## src/rtl/lc3b_types.sv

```systemverilog
// lc3b_types: shared types for the LC-3b pipeline.
//   lc3b_word      - 16-bit data/address word
//   lc3b_if_state  - fetch-stage controller states
//   lc3b_if_id     - IF/ID pipeline latch contents
//   force_even()   - clears bit 0 so an address is word aligned
package lc3b_types;

  typedef logic [15:0] lc3b_word;

  typedef enum logic [1:0] {
    FETCH,
    HOLD,
    DISCARD
  } lc3b_if_state;

  typedef struct packed {
    lc3b_word instr;
    lc3b_word pc;
    logic     valid;
  } lc3b_if_id;

  localparam lc3b_word PC_STEP = 16'd2;

  function automatic lc3b_word force_even(input lc3b_word addr);
    return {addr[15:1], 1'b0};
  endfunction

endpackage

```

## src/rtl/if_stage_if.sv

```systemverilog
// if_stage_if: single-outstanding-request instruction-memory bus.
//   read    - read request, held until resp
//   address - word-aligned read address, stable while read is pending
//   rdata   - returned instruction, valid while resp = 1
//   resp    - one-cycle read-complete pulse
// Modports: master = fetch stage, slave = instruction memory.
interface if_stage_if;
  import lc3b_types::*;

  logic     read;
  lc3b_word address;
  lc3b_word rdata;
  logic     resp;

  modport master (output read, address, input  rdata, resp);
  modport slave  (input  read, address, output rdata, resp);

endinterface

```

## src/rtl/if_stage_reg.sv

```systemverilog
// if_stage_reg: generic load-enabled register with synchronous reset.
//   clk   - clock
//   reset - synchronous active-high reset, loads RESET_VAL
//   load  - capture d on the next rising edge
//   d / q - data in / registered data out
module if_stage_reg #(
  parameter int               WIDTH     = 16,
  parameter logic [WIDTH-1:0] RESET_VAL = '0
) (
  input  logic             clk,
  input  logic             reset,
  input  logic             load,
  input  logic [WIDTH-1:0] d,
  output logic [WIDTH-1:0] q
);

  // NOTE: sequential state uses non-blocking assignments so every register
  // samples its inputs from before the edge, independent of block order.
  always_ff @(posedge clk) begin
    if (reset)     q <= RESET_VAL;
    else if (load) q <= d;
  end

endmodule

```

## src/rtl/if_stage.sv

```systemverilog
// if_stage: LC-3b instruction-fetch stage.
//   clk, reset        - clock, synchronous active-high reset
//   stall             - downstream cannot accept; IF/ID latch holds
//   redirect          - taken branch/jump/trap; flush and refetch
//   redirect_pc       - redirect target (bit 0 forced to 0)
//   imem              - instruction-memory master port
//   instruction_out   - IF/ID instruction
//   pc_out            - IF/ID PC+2 of that instruction
//   valid_out         - IF/ID holds a real instruction, not a bubble
module if_stage
  import lc3b_types::*;
#(
  parameter lc3b_word RESET_PC = 16'h0000
) (
  input  logic              clk,
  input  logic              reset,
  input  logic              stall,
  input  logic              redirect,
  input  lc3b_word          redirect_pc,
  if_stage_if.master        imem,
  output lc3b_word          instruction_out,
  output lc3b_word          pc_out,
  output logic              valid_out
);

  lc3b_if_state state, state_next;

  lc3b_word  pc, pc_next, pc_plus2, target;
  lc3b_word  hold_instr, pend_pc;
  lc3b_word  deliver_instr;
  logic      pc_load, hold_load, pend_load, deliver;
  lc3b_if_id if_id_q, if_id_d;
  logic      if_id_load;

  assign pc_plus2 = pc + PC_STEP;  // 16-bit wrap is intended
  assign target   = force_even(redirect_pc);

  always_ff @(posedge clk) begin
    if (reset) state <= FETCH;
    else       state <= state_next;
  end

  // NOTE: every always_comb output gets a default first so no path can
  // leave it unassigned and infer a latch.
  always_comb begin
    state_next    = state;
    imem.read     = 1'b0;
    pc_load       = 1'b0;
    pc_next       = pc_plus2;
    hold_load     = 1'b0;
    pend_load     = 1'b0;
    deliver       = 1'b0;
    deliver_instr = imem.rdata;

    case (state)
      FETCH: begin
        imem.read = 1'b1;
        if (imem.resp) begin
          if (redirect) begin
            pc_load = 1'b1;
            pc_next = target;
          end else if (!stall) begin
            deliver = 1'b1;
            pc_load = 1'b1;
          end else begin
            hold_load  = 1'b1;
            state_next = HOLD;
          end
        end else if (redirect) begin
          // The request is already on the bus; wait it out, then refetch.
          pend_load  = 1'b1;
          state_next = DISCARD;
        end
      end

      HOLD: begin
        if (redirect) begin
          pc_load    = 1'b1;
          pc_next    = target;
          state_next = FETCH;
        end else if (!stall) begin
          deliver       = 1'b1;
          deliver_instr = hold_instr;
          pc_load       = 1'b1;
          state_next    = FETCH;
        end
      end

      DISCARD: begin
        imem.read = 1'b1;
        pend_load = redirect;  // latest redirect wins
        if (imem.resp) begin
          pc_load    = 1'b1;
          pc_next    = redirect ? target : pend_pc;
          state_next = FETCH;
        end
      end

      default: state_next = FETCH;
    endcase

    if (reset) imem.read = 1'b0;
  end

  assign imem.address = pc;

  // IF/ID latch: redirect flushes even under stall; stall otherwise freezes
  // everything; an idle cycle inserts a bubble but keeps instr/pc.
  assign if_id_load = redirect | ~stall;

  always_comb begin
    if_id_d       = if_id_q;
    if_id_d.valid = deliver;
    if (deliver) begin
      if_id_d.instr = deliver_instr;
      if_id_d.pc    = pc_plus2;
    end
  end

  if_stage_reg #(.WIDTH(16), .RESET_VAL(RESET_PC)) u_pc (
    .clk(clk), .reset(reset), .load(pc_load), .d(pc_next), .q(pc)
  );

  if_stage_reg #(.WIDTH(16)) u_hold_instr (
    .clk(clk), .reset(reset), .load(hold_load), .d(imem.rdata), .q(hold_instr)
  );

  if_stage_reg #(.WIDTH(16)) u_pend_pc (
    .clk(clk), .reset(reset), .load(pend_load), .d(target), .q(pend_pc)
  );

  if_stage_reg #(.WIDTH($bits(lc3b_if_id))) u_if_id (
    .clk(clk), .reset(reset), .load(if_id_load), .d(if_id_d), .q(if_id_q)
  );

  assign instruction_out = if_id_q.instr;
  assign pc_out          = if_id_q.pc;
  assign valid_out       = if_id_q.valid;

endmodule

```

## src/flat_wrapper.sv

```systemverilog
// flat-port wrapper written by rule: the top's interface ports become plain ports
module if_stage_flat import lc3b_types::*;
#(
  parameter lc3b_word RESET_PC = 16'h0000
)
  (clk, reset, stall, redirect, redirect_pc, instruction_out, pc_out, valid_out, imem_read, imem_address, imem_rdata, imem_resp);
  if_stage_if imem_i ();
  input  logic clk;
  input  logic reset;
  input  logic stall;
  input  logic redirect;
  input  lc3b_word redirect_pc;
  output lc3b_word instruction_out;
  output lc3b_word pc_out;
  output logic valid_out;
  output wire logic [$bits(imem_i.read)-1:0] imem_read;
  output wire logic [$bits(imem_i.address)-1:0] imem_address;
  input wire logic [$bits(imem_i.rdata)-1:0] imem_rdata;
  input wire logic [$bits(imem_i.resp)-1:0] imem_resp;
  assign imem_read = imem_i.read;
  assign imem_address = imem_i.address;
  assign imem_i.rdata = imem_rdata;
  assign imem_i.resp = imem_resp;
  if_stage #(.RESET_PC(RESET_PC)) u_core (.clk(clk), .reset(reset), .stall(stall), .redirect(redirect), .redirect_pc(redirect_pc), .imem(imem_i), .instruction_out(instruction_out), .pc_out(pc_out), .valid_out(valid_out));
endmodule
```

## config.mk

```make
export PLATFORM = sky130hd
export DESIGN_NAME = if_stage_flat
export DESIGN_NICKNAME = d
export VERILOG_FILES = /design/src/rtl/lc3b_types.sv /design/src/rtl/if_stage_if.sv /design/src/rtl/if_stage_reg.sv /design/src/rtl/if_stage.sv /design/src/flat_wrapper.sv
export SDC_FILE = /design/constraint.sdc
export NUM_CORES = 1
export LEC_CHECK = 0
export ABC_AREA = 1
export ABC_CLOCK_PERIOD_IN_PS = 2500
export BUFFER_PORTS_ARGS = -buffer_cell sky130_fd_sc_hd__buf_2
export CORE_ASPECT_RATIO = 0.7
export CORE_UTILIZATION = 40
export DETAILED_ROUTE_END_ITERATION = 6
export HOLD_SLACK_MARGIN = 0.1
export SLEW_MARGIN = 20
export SYNTH_ARGS = -nofsm -noshare
export SYNTH_HDL_FRONTEND = slang
export SYNTH_SLANG_ARGS = --single-unit
```

## constraint.sdc

```tcl
create_clock -name clk -period 2.5 [get_ports clk]
set_input_delay 0.125 -clock clk [delete_from_list [all_inputs] [get_ports clk]]
set_output_delay 0.125 -clock clk [all_outputs]
set_load 0.005 [all_outputs]
```

==> Word level (Yosys, flattened, before mapping) <==
Index checks and enable logic that the tools add are counted.
{ "classes": {"n_bitwise": 2, "eq_ne": 7, "add_sub_neg": 1, "n_mux": 33, "n_reduce_logical": 4} }
{ "ops": {"columns": ["cell", "count"], "rows": [
  ["$mux W16", 7],
  ["$pmux W16 S3", 1],
  ["$add A16 B2 Y16 const B", 1],
  ["$mux W1", 14],
  ["$mux W2", 7],
  ["$ne A3 B3 Y1 const B", 4],
  ["$pmux W2 S3", 1],
  ["$reduce_and A5 Y1", 1],
  ["$pmux W1 S2", 2],
  ["$pmux W1 S3", 1],
  ["$eq A2 B1 Y1 const B", 1],
  ["$eq A2 B2 Y1 const B", 1],
  ["$logic_not A2 Y1", 1],
  ["$ne A2 B2 Y1 const B", 1],
  ["$reduce_and A2 Y1", 1],
  ["$reduce_or A2 Y1", 1],
  ["$not A1 Y1", 1],
  ["$or A1 B1 Y1", 1]
]} }
{ "word_totals": {"wordCells": 53, "ff_bits": 82, "out_inout_bits": 50} }

==> Depth between registers and ports, before layout <==
{ "depth": {"depth_word": 5, "ltp_mapped": 10} }

==> Hierarchy <==
A second synthesis with hierarchy kept.
{ "unflattened": {"hier_cells": 814, "area_unflattened_um2": 4825.9} }
{ "modules_own_cells": {"columns": ["module", "cells_each", "instances", "area_each_um2"], "rows": [
  ["if_stage_reg (u_core.u_hold_instr ...)", 101, 3, 670.6],
  ["if_stage", 302, 1, 1463.9],
  ["if_stage_reg (u_core.u_if_id)", 209, 1, 1350.0]
]} }

==> Worst setup path after synthesis <==
No wires, ideal clock.
{ "synth_timing": {"kind": "flip-flop to flip-flop", "start": "reg u_core.u_pc.q[1]", "end": "reg u_core.u_if_id.q[10]", "n_path_buf": 0, "arrival_ns": 1.259, "setup_time_ns": 0.115, "required_ns": 2.385, "setup_slack_ns": 1.126, "path_stages_with_launch": 8, "cell_sequence": "dfxtp_1 ha_1 inv_1 nor2_1 nand2_1 xnor2_1 o21ai_0 inv_1"} }
{ "synth_via": {"elab_chain_len": 1} }
{ "synth_lines": {"columns": ["element", "line", "text"], "rows": [
  ["from (decl)", "if_stage_reg.sv:14", "output logic [WIDTH-1:0] q"],
  ["from (signal assigned)", "if_stage_reg.sv:20", "if (reset) q <= RESET_VAL;"],
  ["from (signal assigned)", "if_stage_reg.sv:21", "else if (load) q <= d;"],
  ["$add A16 B2 Y16", "if_stage.sv:35", "assign pc_plus2 = pc + PC_STEP;"],
  ["to (signal assigned)", "if_stage_reg.sv:20", null],
  ["to (signal assigned)", "if_stage_reg.sv:21", null],
  ["to (decl)", "if_stage_reg.sv:14", null]
]} }
No other way between the ends.
A chain may end at the register's enable or synchronous reset.

==> Worst setup path in the final report <==
{ "layout_timing": {"start": "reg u_core.state[0]", "end": "reg u_core.u_if_id.q[13]"} }
{ "layout_via": {"elab_chain_len": 3, "word_cells_on_any_way": 4} }
{ "layout_lines": {"columns": ["element", "line", "text"], "rows": [
  ["from (decl)", "if_stage.sv:26", "lc3b_if_state state, state_next;"],
  ["from (signal assigned)", "if_stage.sv:40", "else state <= state_next;"],
  ["$eq A2 B1 Y1 / $logic_not A2 Y1 (equally long branches)", "if_stage.sv:55", "case (state)"],
  ["$pmux W1 S2 *", "if_stage.sv:55", null],
  ["$reduce_and A2 Y1 (no line) *", null, null]
]} }
Every way passes the cells marked *; elsewhere a longest branch is shown, timed or not.

==> flow_summary.yaml <==
sta:
  finalCriticalPeriod_ns: 2.00
  hold_violations: 0
  relSlewSlack_pct: 51.7
  clock.fmax_mhz: 499
  clock_skew_ns: 0.00724
  tns_ns: 0
  whs_ns: 0.193
  period_share_pct: 80.1
  worst_pin_slew_ns: 0.723
  drv_slew: 0
  setup_viol: 0
  rsz0062_at_grt: "false"
place:
  dp_hpwl_mm: 8.01
  gp_congestion: 0.887
  port_buffers: 85
cells_and_area:
  drive_gt1_share_pct: 19.4
  seqCellArea_um2: 1640
  diodes: 0
  nets: 720
  final_common_cell: "nand2_1"
  mostFrequentLayoutCells: "nand2_1 (116), nor2_1 (86), buf_2 (85)"
  nFillCells: 937
  syn_to_final_growth_pct: 26.8
  multiInputGateArea_um2: 1960
setup_path:
  cp_slowest_cell: "inv_2"
  r2r_cells: 7
  path_common_cell: "nand2_4"
  max_stage_delay_ns: 0.60
  cp.required_ns: 2.79
  critical_path_depth: 7
  crit_fanout: 43
  cp.arrival_ns: 2.30
  path_class: "flop to flop"
  path_cells: "nand2_4 > nand2_2 > nand2_4 > inv_2 > o21ai_0 > a21o_1 > inv_1"
  crit_path_start_kind: "flop"
  crit_family: "buffers and inverters"
  worst-path-buf-inv: 2
  worstSetupEndpointType: "flop"
power:
  swShare_pct: 27.0
  p_sw_uw: 911
  p_comb_share_pct: 14.0
  pwr-share-clk_pct: 42.8
  vdd_ir_drop_max_uv: 381
  power_density_nw_per_um2: 666
  internal_power_mw: 2.47
  power_frac_seq_pct: 43.1
  power.leakage_nw: 2.30
floorplan:
  rows: 30
  die_w_um: 121
  die_area_um2: 10400
  io_pins: 87
  fp.coreArea_um2: 9680
  fp.dieH_um: 85.6
  initial_utilization_pct: 41.3
synthesis:
  synth_area_leaders: "dfxtp_1 (41%), nand2_1 (11%), o21ai_0 (8.5%)"
  synth_cell_types: 36
  syn_area_per_cell_um2: 6.89
  yosys.area.top_type_share_pct: 41.1
  syn_inst: 580
  synth_top_area_cell: "dfxtp_1"
  syn_area_um2: 4000
  syn_nets: 618
  ys_ff_latch: 82
  ys_warn_count: 0
  yosysSeqAreaShare_pct: 41.1
  synth_edf_count: 0
  synthArstFlopShare_pct: 0
  synth-main-ff-cell: "dfxtp_1"
routing:
  wl_per_cell_um: 14.2
  post-route-drc-count: 0
  drt_pre_antenna_iters: 5
  wl_met2_mm: 4.78
  wl_met1_mm: 5.91
  routed-via-count: 4147
  initialDrtViolationCount: 340
  drtAntennaViolNets: 0
  highest_layer: "met4"
  vias_per_cell: 5.09
  routed_wl_mm: 11.6
  route.met3.wl_um: 782
global_route:
  antenna_found_initial: 0
  grt_max_degree: 44
  grt_pass1_vias: 3645
  grt_pass1_wl_mm: 18.4
  overflow: 0
  grt.total_usage_pct: 22.8
clock_network:
  cts_made_buffers: 9
  cts_tree: "yes"
  clock-root-buffer: "clkbuf_16"
  clk_pin_slew_ns: 0.07
  cts_buffer_depth: 2
  clk_latency_ns: 0.34
  htree_levels: 3
  cts_sinks: 82
min_path:
  hp-class: "input pin to flop"
  min_path_cells: 5
outcome:
  status: "finished clean"
flow_run:
  cap_violations: 0
[final timing paths]
kind	start	endpoint	slack (ns)
worst max-delay path	u_core.state[0]$_SDFFE_PP0P_	u_core.u_if_id.q[13]$_SDFFE_PP0P_	0.50
worst min-delay path	stall	u_core.u_if_id.q[0]$_SDFFE_PP0N_	0.19
worst max register to register	u_core.state[0]$_SDFFE_PP0P_	u_core.u_if_id.q[13]$_SDFFE_PP0P_	0.50
worst min register to register	u_core.u_pend_pc.q[1]$_SDFFE_PP0P_	u_core.u_pend_pc.q[1]$_SDFFE_PP0P_	0.45
[routing by layer]
layer / GRT usage [%] / vias up
met1: 34.3 / 1884
met3: 4.99 / 12
met2: 32.6 / 148
li1: - / 2103
met4: 5.84 / 0
met5: 0 / -
[sequential cells by signal, indices dropped and copies added (netlist names)]
signal and cells:
u_core.u_if_id.q 33, u_core.u_pend_pc.q 15, u_core.u_pc.q 16, u_core.u_hold_instr.q 16, u_core.state 2
[worst reg2reg max path, cell delays in order, from the launching register on]
cell and delay, ns:
dfxtp_1 0.57, nand2_4 0.09, nand2_2 0.09, nand2_4 0.17, inv_2 0.61, o21ai_0 0.20, a21o_1 0.19, inv_1 0.05
[what timing repair did]
action,in CTS,in global routing
endpoints found under the setup margin,0,0
endpoints found under the hold margin,44,0
gates resized for setup,0,0
setup buffers,0,0
hold buffers,31,0
[logic make-up after synthesis]
group	after synthesis	share of synthesized area (%)
buf+inv	82	9.77
simple gates	257	27.8
compound gates	156	20.6
flops	82	41.1
fa+ha+maj	1	0.313
xor+xnor	2	0.439
[metrics by stage]
stage | power (mW) | instances | setup slack [ns] | utilization, % | cell area (um^2)
2_1_floorplan | 1.75 | 580 | 1.13 | - | 4000
3_3_place_gp | 1.91 | 768 | 0.569 | 45.7 | 4430
3_5_place_dp | 1.92 | 768 | 0.517 | 45.7 | 4430
4_1_cts | 3.40 | 815 | 0.495 | 52.3 | 5070
5_1_grt | 3.52 | 815 | 0.248 | 52.3 | 5070
6_report | 3.38 | 815 | 0.497 | 52.3 | 5070
[power by group through the flow]
stage                     Clock (mW)  Combinational [mW]  Sequential (mW)
after floorplan                    0               0.276             1.47
after global placement             0               0.424             1.48
after detailed placement           0               0.433             1.48
after CTS                       1.47               0.472             1.45
after global routing            1.53               0.530             1.47
final                           1.45               0.474             1.46
[Yosys cell counts (5+ instances only)]
master,instances
inv_1,43
inv_2,7
nor2_1,86
o21ai_0,68
clkbuf_1,8
o211ai_1,5
buf_2,10
o21ai_1,10
nand2_1,116
buf_4,8
a21oi_1,64
dfxtp_1,82
nand3_1,30
buf_6,5
[layout make-up]
class / count / share of cell area (%)
Tap cell: 128 / 3.16
Timing Repair Buffer: 122 / 15.4
Multi-Input combinational cell: 416 / 38.7
Sequential cell: 82 / 32.4
Clock buffer: 9 / 4.44
Inverter: 51 / 3.83
Clock inverter: 7 / 2.02
Note: power is estimated with default switching activity, not from simulation.
